===== config.mk =====
export PLATFORM = sky130hd
export DESIGN_NAME = hex_text_writer
export DESIGN_NICKNAME = d
export VERILOG_FILES = /design/src/rtl/hex_text_writer.sv
export SDC_FILE = /design/constraint.sdc
export NUM_CORES = 1
export LEC_CHECK = 0
export BUFFER_PORTS_ARGS = -buffer_cell sky130_fd_sc_hd__buf_2
export CELL_PAD_IN_SITES_DETAIL_PLACEMENT = 0
export CELL_PAD_IN_SITES_GLOBAL_PLACEMENT = 1
export CORE_AREA = 2 2 115 117
export CTS_CLUSTER_DIAMETER = 50
export DETAILED_ROUTE_END_ITERATION = 8
export DIE_AREA = 0 0 117 119
export PLACE_DENSITY_LB_ADDON = 0.1
export SYNTH_ARGS = -nofsm -noshare
export SYNTH_HDL_FRONTEND = slang
export SYNTH_SLANG_ARGS = --single-unit

===== constraint.sdc =====
create_clock -name CLOCK_50 -period 3.66 [get_ports CLOCK_50]
set_input_delay 0.183 -clock CLOCK_50 [delete_from_list [all_inputs] [get_ports CLOCK_50]]
set_output_delay 0.183 -clock CLOCK_50 [all_outputs]
set_load 0.005 [all_outputs]

===== src/rtl/hex_text_writer.sv =====
// hex_text_writer: 8-digit seven-segment text buffer for the DE2 HEX7..HEX0 displays.
// Accepts ASCII characters over a valid/ready handshake, either written to a
// chosen digit or shifted in from the right. It also provides a one-digit-per-cycle
// clear sweep and per-digit blinking, which is used to highlight the digit being edited.
module hex_text_writer #(
  parameter int BLINK_DIV = 25000000
) (
  input  logic       CLOCK_50,
  input  logic       RESET,
  input  logic       char_valid,
  output logic       char_ready,
  input  logic [7:0] char_data,
  input  logic [2:0] char_pos,
  input  logic       char_shift,
  input  logic       clear,
  input  logic [7:0] blink_mask,
  output logic       err,
  output logic [0:6] HEX0,
  output logic [0:6] HEX1,
  output logic [0:6] HEX2,
  output logic [0:6] HEX3,
  output logic [0:6] HEX4,
  output logic [0:6] HEX5,
  output logic [0:6] HEX6,
  output logic [0:6] HEX7
);

  localparam logic [1:0] IDLE  = 2'd0;
  localparam logic [1:0] WRITE = 2'd1;
  localparam logic [1:0] CLEAR = 2'd2;

  // Active-low segments: all ones is a dark digit.
  localparam logic [0:6] BLANK = 7'b111_1111;

  localparam int                CNT_W   = (BLINK_DIV > 2) ? $clog2(BLINK_DIV) : 1;
  localparam logic [CNT_W-1:0]  CNT_MAX = CNT_W'(BLINK_DIV - 1);

  logic [1:0]       state;
  logic [2:0]       clr_idx;
  logic [0:6]       stage_seg;
  logic [2:0]       stage_pos;
  logic             stage_shift;
  logic             stage_bad;
  logic [0:6]       digit_buf [8];
  logic [CNT_W-1:0] blink_cnt;
  logic             blink_phase;

  logic [0:6]       enc_seg;
  logic             enc_bad;
  logic [0:6]       hex_out [8];

  // Only accept in IDLE; a pending clear request wins over a character.
  assign char_ready = (state == IDLE) && !clear && !RESET;

  // ASCII to active-low segment pattern, flagging codes we cannot display.
  always_comb begin
    enc_seg = BLANK;
    enc_bad = 1'b0;
    case (char_data)
      "0":     enc_seg = 7'b000_0001;
      "1":     enc_seg = 7'b100_1111;
      "2":     enc_seg = 7'b001_0010;
      "3":     enc_seg = 7'b000_0110;
      "4":     enc_seg = 7'b100_1100;
      "5":     enc_seg = 7'b010_0100;
      "6":     enc_seg = 7'b010_0000;
      "7":     enc_seg = 7'b000_1111;
      "8":     enc_seg = 7'b000_0000;
      "9":     enc_seg = 7'b000_0100;
      "A":     enc_seg = 7'b000_1000;
      "P":     enc_seg = 7'b001_1000;
      "-":     enc_seg = 7'b111_1110;
      " ":     enc_seg = BLANK;
      default: begin
        enc_seg = BLANK;
        enc_bad = 1'b1;
      end
    endcase
  end

  // Control FSM: stage an accepted character, commit it next cycle, or sweep-clear the buffer.
  always_ff @(posedge CLOCK_50 or posedge RESET) begin
    if (RESET) begin
      state       <= IDLE;
      clr_idx     <= 3'd0;
      stage_seg   <= BLANK;
      stage_pos   <= 3'd0;
      stage_shift <= 1'b0;
      stage_bad   <= 1'b0;
      err         <= 1'b0;
      for (int i = 0; i < 8; i++) begin
        digit_buf[i] <= BLANK;
      end
    end else begin
      case (state)
        IDLE: begin
          if (clear) begin
            clr_idx <= 3'd0;
            state   <= CLEAR;
          end else if (char_valid && char_ready) begin
            stage_seg   <= enc_seg;
            stage_bad   <= enc_bad;
            stage_pos   <= char_pos;
            stage_shift <= char_shift;
            state       <= WRITE;
          end
        end
        WRITE: begin
          if (stage_shift) begin
            // Oldest digit (HEX7) falls off the left edge; no wrap-around.
            for (int i = 7; i > 0; i--) begin
              digit_buf[i] <= digit_buf[i-1];
            end
            digit_buf[0] <= stage_seg;
          end else begin
            digit_buf[stage_pos] <= stage_seg;
          end
          if (stage_bad) begin
            err <= 1'b1;
          end
          state <= IDLE;
        end
        CLEAR: begin
          digit_buf[clr_idx] <= BLANK;
          if (clr_idx == 3'd7) begin
            err   <= 1'b0;
            state <= IDLE;
          end else begin
            clr_idx <= clr_idx + 3'd1;
          end
        end
        default: begin
          state <= IDLE;
        end
      endcase
    end
  end

  // Free-running blink timebase: phase toggles once per BLINK_DIV cycles.
  always_ff @(posedge CLOCK_50 or posedge RESET) begin
    if (RESET) begin
      blink_cnt   <= '0;
      blink_phase <= 1'b0;
    end else if (blink_cnt == CNT_MAX) begin
      blink_cnt   <= '0;
      blink_phase <= ~blink_phase;
    end else begin
      blink_cnt <= blink_cnt + 1'b1;
    end
  end

  // Blinking only masks the output; the buffer itself is never touched.
  for (genvar gi = 0; gi < 8; gi++) begin : g_hex
    assign hex_out[gi] = (blink_phase && blink_mask[gi]) ? BLANK : digit_buf[gi];
  end

  assign HEX0 = hex_out[0];
  assign HEX1 = hex_out[1];
  assign HEX2 = hex_out[2];
  assign HEX3 = hex_out[3];
  assign HEX4 = hex_out[4];
  assign HEX5 = hex_out[5];
  assign HEX6 = hex_out[6];
  assign HEX7 = hex_out[7];

endmodule


==> metrics.yaml <==
synth:
  synth_top_area_cell: "dfstp_2"
  synth.top_cell.area_share: 0.300
  synth_commonest_cells: "68 x nor2_1, 67 x a21oi_1, 63 x dfstp_2, 57 x nand2b_1, 50 x o22ai_1"
  synth_seq_area_share: 0.468
  ys.flop_type: "dfstp_2"
  syn_inst: 593
  synth_area_per_cell_um2: 9.30
  yosysMostFrequentCell: "nor2_1"
  synth_area_mm2: 0.00551
  netlist_top_cells_area: "dfstp_2 30%, dfrtp_1 17%, nand2b_1 6.5%, a21oi_1 6.1%, o22ai_1 5.7%"
  synth_cell_type_count: 60
  async_flop_share: 1.00
  yosysWarnings: 0
  synth_edf_count: 0
  ys_ff_latch: 100
  syn_nets: 623
timing:
  drv_slew: 0
  fin_crit_sh: 0.670
  setup_viol_count_final: 0
  worstMarginPinSlew_ns: 0.919
  final.setup.tns_ns: 0
  finalHoldViolations: 0
  rsz0062_at_grt: "false"
  fmax_mhz: 408
  relSlewSlack: 0.383
  clock_skew_ns: 0.00918
  period_needed_ns: 2.45
placed_design:
  dp_cells: 818
  gp_congestion: 0.817
  hpwl_mm: 10.1
  io_buffers: 81
routing:
  wl_mm: 14.4
  wl_per_cell_um: 17.2
  detail-route-antenna-nets: 0
  vias_per_cell: 5.55
  drt-pass1-iter-count: 6
  drt_iter0_markers: 285
  vias: 4633
  drc: 0
floorplan:
  core_mm2: 0.0129
  io_pins: 82
  start_util: 0.428
  rows: 42
  die_h_um: 119
  fp.dieW_um: 117
  die-area_mm2: 0.0139
clock_tree:
  cts_made_buffers: 9
  cts_num_sinks: 100
  cts_buffer_depth: 2
  cts_root_buffer: "clkbuf_16"
  cts_tree: "yes"
  path_clk_slew_ns: 0.07
  h-tree-depth: 3
  clk_latency_ns: 0.34
power:
  finalPower_mw: 4.88
  p_seq_frac: 0.409
  powerDensity_mw_per_mm2: 768
  p_leak_nw: 2.38
  switching_share: 0.386
  combPwrFrac: 0.383
  ir_drop_v: 0.000315
  power.switching_mw: 1.89
  power_frac_clock: 0.208
  intPower_mw: 2.99
setup_path:
  timing.rr.start: "state[0]$_DFFE_PP0P_"
  worst_ep_arrival_time_ns: 2.72
  worstPathMaxFanout: 15
  start_kind: "flip-flop"
  rr_worst_depth: 6
  crit_path_end_kind: "flip-flop"
  reg2reg_slack_ns: 1.21
  path_class: "reg -> reg"
  r2r_end: "digit_buf[5]$_DFFE_PP1P_"
  critPathRequiredTime_ns: 3.93
worst_hold_path:
  min_to: "stage_pos[2]$_DFFE_PP0P_"
  hold_class: "in -> reg"
  hold_start: "char_pos[2]"
  hold_depth: 3
cells_and_area:
  final_cells: 835
  syn_to_final_growth_pct: 15.3
  drive_above_1_share: 0.294
  nets: 684
  antenna_cells: 0
global_routing:
  antenna_found_initial: 0
  track_usage: 0.217
  grt_first_pass_wirelength_mm: 23.8
  grt_pass1_vias: 4638
  grt_max_degree: 51
  gr-total-overflow: 0
job:
  maxCapViolations: 0
run_status:
  outcome: "finished, final reports clean"
## worst max-delay path by stage
stage                     slack (ns)                       end  cells past startpoint            startpoint
final                           1.21  digit_buf[5]$_DFFE_PP1P_                      6  state[0]$_DFFE_PP0P_
after global routing            0.94  digit_buf[3]$_DFFE_PP1P_                      6  state[0]$_DFFE_PP0P_
after detailed placement        1.19  digit_buf[1]$_DFFE_PP1P_                      6  state[0]$_DFFE_PP0P_
after global placement          1.28  digit_buf[4]$_DFFE_PP1P_                      6  state[0]$_DFFE_PP0P_
after CTS                       1.17  digit_buf[5]$_DFFE_PP1P_                      6  state[0]$_DFFE_PP0P_
after floorplan                 0.96    blink_cnt[0]$_DFF_PP0_                      1                 RESET
## per-stage QoR
step | worst slack, ns | hold slack, ns | util | instance area [µm²]
floorplan | 0.962 | 0.288 | - | 5510
CTS | 1.17 | 0.0183 | 0.493 | 6350
detailed placement | 1.19 | 0.299 | 0.468 | 6020
global route | 0.938 | 0.0472 | 0.493 | 6350
finish | 1.21 | 0.0279 | 0.493 | 6350
global placement | 1.28 | 0.305 | 0.468 | 6020
## per-layer routing
layer	routed length (µm)	vias to the layer above	track usage
met2	6980	86	0.345
li1	-	2261	-
met3	503	7	0.0382
met4	129	0	0.0654
met5	0	-	0
met1	6780	2279	0.301
## cells in the final DEF (no fill, tap or decap), drive strengths merged, types with 11 or more instances in the layout
cell type  count
inv           11
clkbuf        13
dfstp         63
nor2          69
buf           85
dfrtp         37
nand3         13
a21oi         68
nand2b        57
o22ai         50
o21ai         17
nand2         38
## kinds of logic (layout without fill, tap and decap cells)
| family | Yosys count | after routing | synth area share |
|---|---|---|---|
| xor+xnor | 16 | 16 | 0.0254 |
| fa+ha+maj | 7 | 7 | 0.0154 |
| flops | 100 | 100 | 0.468 |
| simple gates | 253 | 253 | 0.254 |
| buf+inv | 48 | 114 | 0.0370 |
| mux | 1 | 1 | 0.00182 |
| compound gates | 168 | 168 | 0.198 |
## power groups by stage
stage	Combinational [mW]	Sequential, mW	Clock (mW)
2_1_floorplan	1.45	1.78	0
3_3_place_gp	1.84	2.00	0
3_5_place_dp	1.87	2.01	0
4_1_cts	1.88	1.99	1.04
5_1_grt	2.09	2.04	1.09
6_report	1.87	1.99	1.02
## registers in the layout, indices dropped and copies added, names as in the netlist
signal	count
state	2
stage_shift	1
blink_phase	1
clr_idx	3
stage_bad	1
stage_pos	3
err	1
digit_buf	56
blink_cnt	25
stage_seg	7
## layout make-up
type | instances | area, µm²
inverter | 12 | 46.3
fill | 1202 | 6520
timing repair buffer | 86 | 445
multi-input combinational | 445 | 2740
tap | 176 | 220
clock inverter | 3 | 42.5
sequential | 100 | 2580
clock buffer | 13 | 282
## timing repair
action,4_1_cts,5_1_grt
hold buffers,1,0
resized for setup,0,0
hold endpoints to repair,22,0
buffers inserted,0,0
## critical path: stages (launching register included)
cell,delay (ns)
dfrtp_1,0.40
inv_1,0.09
ha_1,0.74
nor2_2,0.30
a221oi_2,0.60
nor2_1,0.09
a21oi_1,0.15
(Power assumes the default switching activity.)
